`config.mk`:
```
export PLATFORM = sky130hd
export DESIGN_NAME = corefifo_fwft_pf_flat
export DESIGN_NICKNAME = d
export VERILOG_FILES = /design/src/rtl/corefifo_fwft_pf_if.sv /design/src/rtl/corefifo_fwft_pf.sv /design/src/flat_wrapper.sv
export SDC_FILE = /design/constraint.sdc
export NUM_CORES = 1
export LEC_CHECK = 0
export BUFFER_PORTS_ARGS = -buffer_cell sky130_fd_sc_hd__buf_2
export CAP_MARGIN = 15
export CORE_UTILIZATION = 57
export CTS_CLUSTER_DIAMETER = 50
export DETAILED_ROUTE_END_ITERATION = 10
export GPL_ROUTABILITY_DRIVEN = 0
export HOLD_SLACK_MARGIN = 0.1
export PLACE_DENSITY = 0.79
export SYNTH_ARGS = -nofsm -noshare
export SYNTH_HDL_FRONTEND = slang
export SYNTH_SLANG_ARGS = --single-unit
```
`constraint.sdc`:
```
create_clock -name clk -period 2.5 [get_ports clk]
set_input_delay 0.25 -clock clk [delete_from_list [all_inputs] [get_ports clk]]
set_output_delay 0.25 -clock clk [all_outputs]
set_load 0.03 [all_outputs]
```
`src/rtl/corefifo_fwft_pf_if.sv`:
```
// Read-side bundle for corefifo_fwft_pf: upstream controller/RAM signals plus consumer signals.
// master = surrounding logic (upstream + consumer), slave = the FWFT prefetch stage.
interface corefifo_fwft_pf_if #(
   parameter int RWIDTH   = 18,
   parameter int PF_DEPTH = 4
);
   localparam int CW = $clog2(PF_DEPTH + 1);

   logic              flush;
   logic              fifo_empty;
   logic              fifo_rd_en;
   logic [RWIDTH-1:0] fifo_dout;
   logic              rd_en;
   logic [RWIDTH-1:0] dout;
   logic              empty;
   logic              aempty;
   logic [CW-1:0]     count;
   logic              underflow;

   modport master (
      output flush, fifo_empty, fifo_dout, rd_en,
      input  fifo_rd_en, dout, empty, aempty, count, underflow
   );

   modport slave (
      input  flush, fifo_empty, fifo_dout, rd_en,
      output fifo_rd_en, dout, empty, aempty, count, underflow
   );
endinterface

```
`src/rtl/corefifo_fwft_pf.sv`:
```
// First-word-fall-through prefetch stage between a COREFIFO controller/RAM and its consumer.
// Optional sticky underflow flag enabled by defining COREFIFO_FWFT_UNDERFLOW_EN.
module corefifo_fwft_pf #(
   parameter int RWIDTH     = 18,
   parameter int RAM_LAT    = 1,
   parameter int PF_DEPTH   = 4,
   parameter int AEMPTY_THR = 1
) (
   input  logic                clk,
   input  logic                rst,
   corefifo_fwft_pf_if.slave   bus
);
   localparam int CW = $clog2(PF_DEPTH + 1);
   localparam int PW = (PF_DEPTH > 1) ? $clog2(PF_DEPTH) : 1;

   logic [RWIDTH-1:0]  mem [PF_DEPTH];
   logic [PW-1:0]      wr_ptr;
   logic [PW-1:0]      rd_ptr;
   logic [CW-1:0]      cnt;
   logic [RAM_LAT-1:0] vpipe;
   logic [31:0]        inflight;
   logic               empty_i;
   logic               pop;
   logic               req;
   logic               capture;

   function automatic logic [PW-1:0] ptr_next(input logic [PW-1:0] p);
      return (p == PW'(PF_DEPTH - 1)) ? '0 : p + PW'(1);
   endfunction

   always_comb begin
      inflight = '0;
      for (int unsigned i = 0; i < RAM_LAT; i++) begin
         inflight = inflight + 32'(vpipe[i]);
      end
   end

   assign empty_i = (cnt == '0);
   assign pop     = bus.rd_en && !empty_i;
   assign capture = vpipe[RAM_LAT-1];

   // Requests are held off while reset is asserted, exactly as during a flush.
   assign req = rst && !bus.fifo_empty && !bus.flush &&
                ((32'(cnt) + inflight - 32'(pop)) < 32'(PF_DEPTH));

   always_ff @(posedge clk) begin
      if (!rst) begin
         wr_ptr <= '0;
         rd_ptr <= '0;
         cnt    <= '0;
         vpipe  <= '0;
         // Storage is cleared so the head word reads zero out of reset.
         for (int unsigned i = 0; i < PF_DEPTH; i++) begin
            mem[i] <= '0;
         end
      end else if (bus.flush) begin
         wr_ptr <= '0;
         rd_ptr <= '0;
         cnt    <= '0;
         vpipe  <= '0;
      end else begin
         vpipe[0] <= req;
         for (int unsigned i = 1; i < RAM_LAT; i++) begin
            vpipe[i] <= vpipe[i-1];
         end
         if (capture) begin
            mem[wr_ptr] <= bus.fifo_dout;
            wr_ptr      <= ptr_next(wr_ptr);
         end
         if (pop) begin
            rd_ptr <= ptr_next(rd_ptr);
         end
         if (capture && !pop) begin
            cnt <= cnt + CW'(1);
         end else if (pop && !capture) begin
            cnt <= cnt - CW'(1);
         end
      end
   end

   assign bus.fifo_rd_en = req;
   assign bus.dout       = mem[rd_ptr];
   assign bus.empty      = empty_i;
   assign bus.count      = cnt;
   assign bus.aempty     = empty_i ||
                           (((32'(cnt) + inflight) <= 32'(AEMPTY_THR)) && bus.fifo_empty);

`ifdef COREFIFO_FWFT_UNDERFLOW_EN
   logic uflow;

   always_ff @(posedge clk) begin
      if (!rst) begin
         uflow <= 1'b0;
      end else if (bus.rd_en && empty_i) begin
         uflow <= 1'b1;
      end
   end

   assign bus.underflow = uflow;
`else
   assign bus.underflow = 1'b0;
`endif

endmodule

```
`src/flat_wrapper.sv`:
```
// flat-port wrapper written by rule: the top's interface ports become plain ports
module corefifo_fwft_pf_flat 
#(
   parameter int RWIDTH     = 18,
   parameter int RAM_LAT    = 1,
   parameter int PF_DEPTH   = 4,
   parameter int AEMPTY_THR = 1
)
  (clk, rst, bus_flush, bus_fifo_empty, bus_fifo_dout, bus_rd_en, bus_fifo_rd_en, bus_dout, bus_empty, bus_aempty, bus_count, bus_underflow);
  corefifo_fwft_pf_if #(.RWIDTH(RWIDTH), .PF_DEPTH(PF_DEPTH)) bus_i ();
  input  logic clk;
  input  logic rst;
  input wire logic [$bits(bus_i.flush)-1:0] bus_flush;
  input wire logic [$bits(bus_i.fifo_empty)-1:0] bus_fifo_empty;
  input wire logic [$bits(bus_i.fifo_dout)-1:0] bus_fifo_dout;
  input wire logic [$bits(bus_i.rd_en)-1:0] bus_rd_en;
  output wire logic [$bits(bus_i.fifo_rd_en)-1:0] bus_fifo_rd_en;
  output wire logic [$bits(bus_i.dout)-1:0] bus_dout;
  output wire logic [$bits(bus_i.empty)-1:0] bus_empty;
  output wire logic [$bits(bus_i.aempty)-1:0] bus_aempty;
  output wire logic [$bits(bus_i.count)-1:0] bus_count;
  output wire logic [$bits(bus_i.underflow)-1:0] bus_underflow;
  assign bus_i.flush = bus_flush;
  assign bus_i.fifo_empty = bus_fifo_empty;
  assign bus_i.fifo_dout = bus_fifo_dout;
  assign bus_i.rd_en = bus_rd_en;
  assign bus_fifo_rd_en = bus_i.fifo_rd_en;
  assign bus_dout = bus_i.dout;
  assign bus_empty = bus_i.empty;
  assign bus_aempty = bus_i.aempty;
  assign bus_count = bus_i.count;
  assign bus_underflow = bus_i.underflow;
  corefifo_fwft_pf #(.RWIDTH(RWIDTH), .RAM_LAT(RAM_LAT), .PF_DEPTH(PF_DEPTH), .AEMPTY_THR(AEMPTY_THR)) u_core (.clk(clk), .rst(rst), .bus(bus_i));
endmodule
```
==> metrics.txt <==
status finished, final reports clean; Worst IR Drop VDD 0.4691 mV; Std-Cell Rows 29; PostCTS Resize Cnt 3; worst stage delay on the critical path 0.38 ns; Worst-path clk slew around 0.080 ns; Post-route DRC 0; Synth cell types 37; Post-CTS Setup Bufs 0; sequential fraction of the synthesis area 0.6327; fin. max-slew vios 0; I/O Buffers 46; Mapped Area 3734 um2; Reg area 2366 um2; Clock Tree Root clkbuf_8; hold_buf cts 0; Final Setup Violations 0; leak pwr 0.001727 uW; DR vias/cell around 5.6; initial antenna violation count 0; CP arrival 2.10 ns; I/O pin cnt 48; CTS Buf Count 9; FF-to-FF setup slack 0.23 ns; GRT Total Usage 0.2092; crit path kind reg2out; Post-Synthesis Cells 242; Worst-Margin Slew 0.5732 ns; area added between synthesis and finish 15.08%; FF+latch count, synth approximately 80; Clk Latency, worst-skew pair 0.35 ns; Vias around 2.1k; Reg2Reg Depth 7; Wirelength per Cell 17.71 um; M1 GR Usage 0.2612; CTS Sinks 82; vias in the first global route 2,111; slowest cell on the critical path dfxtp_4; pre-CTS WS 0.2257 ns; CP endpoint bus_fifo_rd_en; initial DRC count between 90 and 100; Achievable Freq between 0.4 and 0.5 GHz; Multi-input gate area between 1000 and 1500 um2; Data required, critical path 2.25 ns; Die Ht 82.93 um; cell count after placement between 300 and 400; placed wire-length estimate between 4000 and 5000 um; DIE AREA 6877 um2; setup TNS 0 ns; CTS HTree Levels 3; Hold Vio Cnt, Final 0; first-pass GRT wire length 10,810 um; worst-path maximum fanout 6; grt total ovfl 0; fillers approximately 450; Nets 325; CP endpoint kind output port; die width 82.93 um; Final Skew 0.01301 ns; GR Util met3 0.03777; power per cell area approximately 650 nW/um2; share of cells above drive strength 1 0.3267; post-route ant nets 0; fin crit share 0.9395; core area 6350 um2; Reg-to-Reg End u_core.bus.count[2]; met2 Usage GRT 0.3621; Starting Density 0.5880; Worst R2R Start u_core.bus.count[2]; max_slew headroom 0.6153; TritonCTS clock tree yes; HP Class in2reg; TritonRoute pass-1 iters 4; CP Cell Sequence ha_2 -> ha_4 -> xnor2_2 -> nor4b_2 -> ha_1 -> nor2_1 -> nand3_1 -> a21oi_1 -> buf_4; YS warnings 0; Mapped Nets 272; RSZ-0062 raised after global routing false; Util after Layout 0.6767; startpoint types register; PnR worst setup slack 0.1513 ns; Routed WL 6676 um; largest net degree at the start of global routing 24; MaxCap Viol Count 0; most crowded layer after global routing met2; Final Non-Filler Cells 377; CP startpoint u_core.bus.count[0]; clk buf depth 2; ant diodes 0; Syn Area/Cell 15.43 um2; crit path time final approximately 2.3 ns
-- how the worst min path moves through the flow --
stage | slack (ns) | start | cells after the start | endpoint
6_report | 0.20 | bus_fifo_empty | 4 | u_core.capture
5_1_grt | 0.19 | bus_fifo_dout[1] | 2 | u_core.mem[0][1]
4_1_cts | 0.19 | bus_fifo_empty | 4 | u_core.capture
3_5_place_dp | 0.51 | u_core.rd_ptr[0] | 2 | u_core.rd_ptr[0]
3_3_place_gp | 0.48 | u_core.rd_ptr[0] | 2 | u_core.rd_ptr[0]
2_1_floorplan | 0.44 | bus_fifo_empty | 3 | u_core.capture
-- stage by stage --
stage / total power (uW) / hold WS, ns / cell area (um2)
after detailed placement: 1848 / 0.5055 / 4065
after global routing: 2877 / 0.1933 / 4297
after CTS: 2794 / 0.1897 / 4277
final: 2780 / 0.2006 / 4297
after floorplan: 1759 / 0.4443 / 3734
after global placement: 1838 / 0.4818 / 4065
-- metal layers --
metal	vias to the layer above	wire, um
met5	-	0
met1	1050	2680
met2	58	3547
met4	0	103
li1	1003	-
met3	12	345
-- cells in the final DEF, fill, tap and decap left out, drive strengths merged, types with 2 or more instances in the layout --
cell / count
edfxtp: 72
buf: 57
and2: 54
and3: 19
mux4: 18
dfxtp: 10
clkbuf: 9
nor2: 8
ha: 6
a21oi: 5
inv: 5
nand2b: 4
mux2i: 4
nand2: 2
or2b: 2
nand3: 2
xor2: 2
clkinv: 2
nor3: 2
o31ai: 2
o21ai: 2
or3: 2
-- report_power, final --
group          internal (uW)  switching (uW)
logic                    101             159
registers               1530            22.9
clock network            469             493
total                   2100             675
-- registers in the layout, indices dropped and copies added, names as in the netlist, named ones only --
name	cells
u_core.bus.count	3
u_core.capture	1
u_core.wr_ptr	2
u_core.mem	72
u_core.rd_ptr	2
-- critical path: cells and delay by family (launching register included) --
kind | cells | cell delay (ns)
adders and majority gates | 3 | 0.59
buffers and inverters | 1 | 0.17
and+or+nand+nor | 3 | 0.34
AOI/OAI and AO/OA | 1 | 0.13
DFF | 1 | 0.38
xor gates and xnor gates | 1 | 0.14
-- logic make-up after synthesis --
family / count (synthesis) / share of synthesized area
AOI/OAI and AO/OA: 11 / 0.02111
xor gates and xnor gates: 3 / 0.007039
adders and majority gates: 7 / 0.02547
buffers and inverters: 16 / 0.02513
DFF: 82 / 0.6327
muxes: 22 / 0.1193
other: 1 / 0.001004
and+or+nand+nor: 100 / 0.1682
-- synthesized netlist by cell type --
cell,number,share of area
and2_1,54,0.090
buf_4,3,0.0060
nor4b_1,1,0.0023
or3_1,1,0.0017
xnor2_1,1,0.0023
o31ai_1,1,0.0020
or3_2,1,0.0020
nor2_1,8,0.0080
nor3_4,1,0.0044
nor3b_4,1,0.0050
and2b_1,1,0.0020
conb_1,1,0.0010
inv_1,1,0.0010
buf_2,3,0.0040
clkbuf_2,3,0.0040
xor2_1,2,0.0047
buf_6,2,0.0060
nand3_1,2,0.0027
o21ai_0,2,0.0027
a21boi_0,1,0.0020
nor2b_1,1,0.0017
or4_1,1,0.0020
ha_1,6,0.020
mux2i_1,4,0.011
a21oi_1,5,0.0067
nand2_1,2,0.0020
fa_1,1,0.0054
mux4_2,18,0.11
o31ai_4,1,0.0057
and3_1,19,0.032
nand2b_1,4,0.0067
edfxtp_1,72,0.58
nor3_1,1,0.0013
or2b_1,2,0.0040
o21bai_1,1,0.0020
clkbuf_1,4,0.0040
dfxtp_1,10,0.054
-- cell type report --
cell class | instances | area share
multi-input cells | 144 | 0.3040
flip-flops and latches | 82 | 0.5507
clock inverters | 7 | 0.01689
well taps | 77 | 0.02242
inverters | 1 | 0.0008736
repair buffers | 57 | 0.07630
clock buffers | 9 | 0.02883
Note: power is estimated with default switching activity, not from simulation.
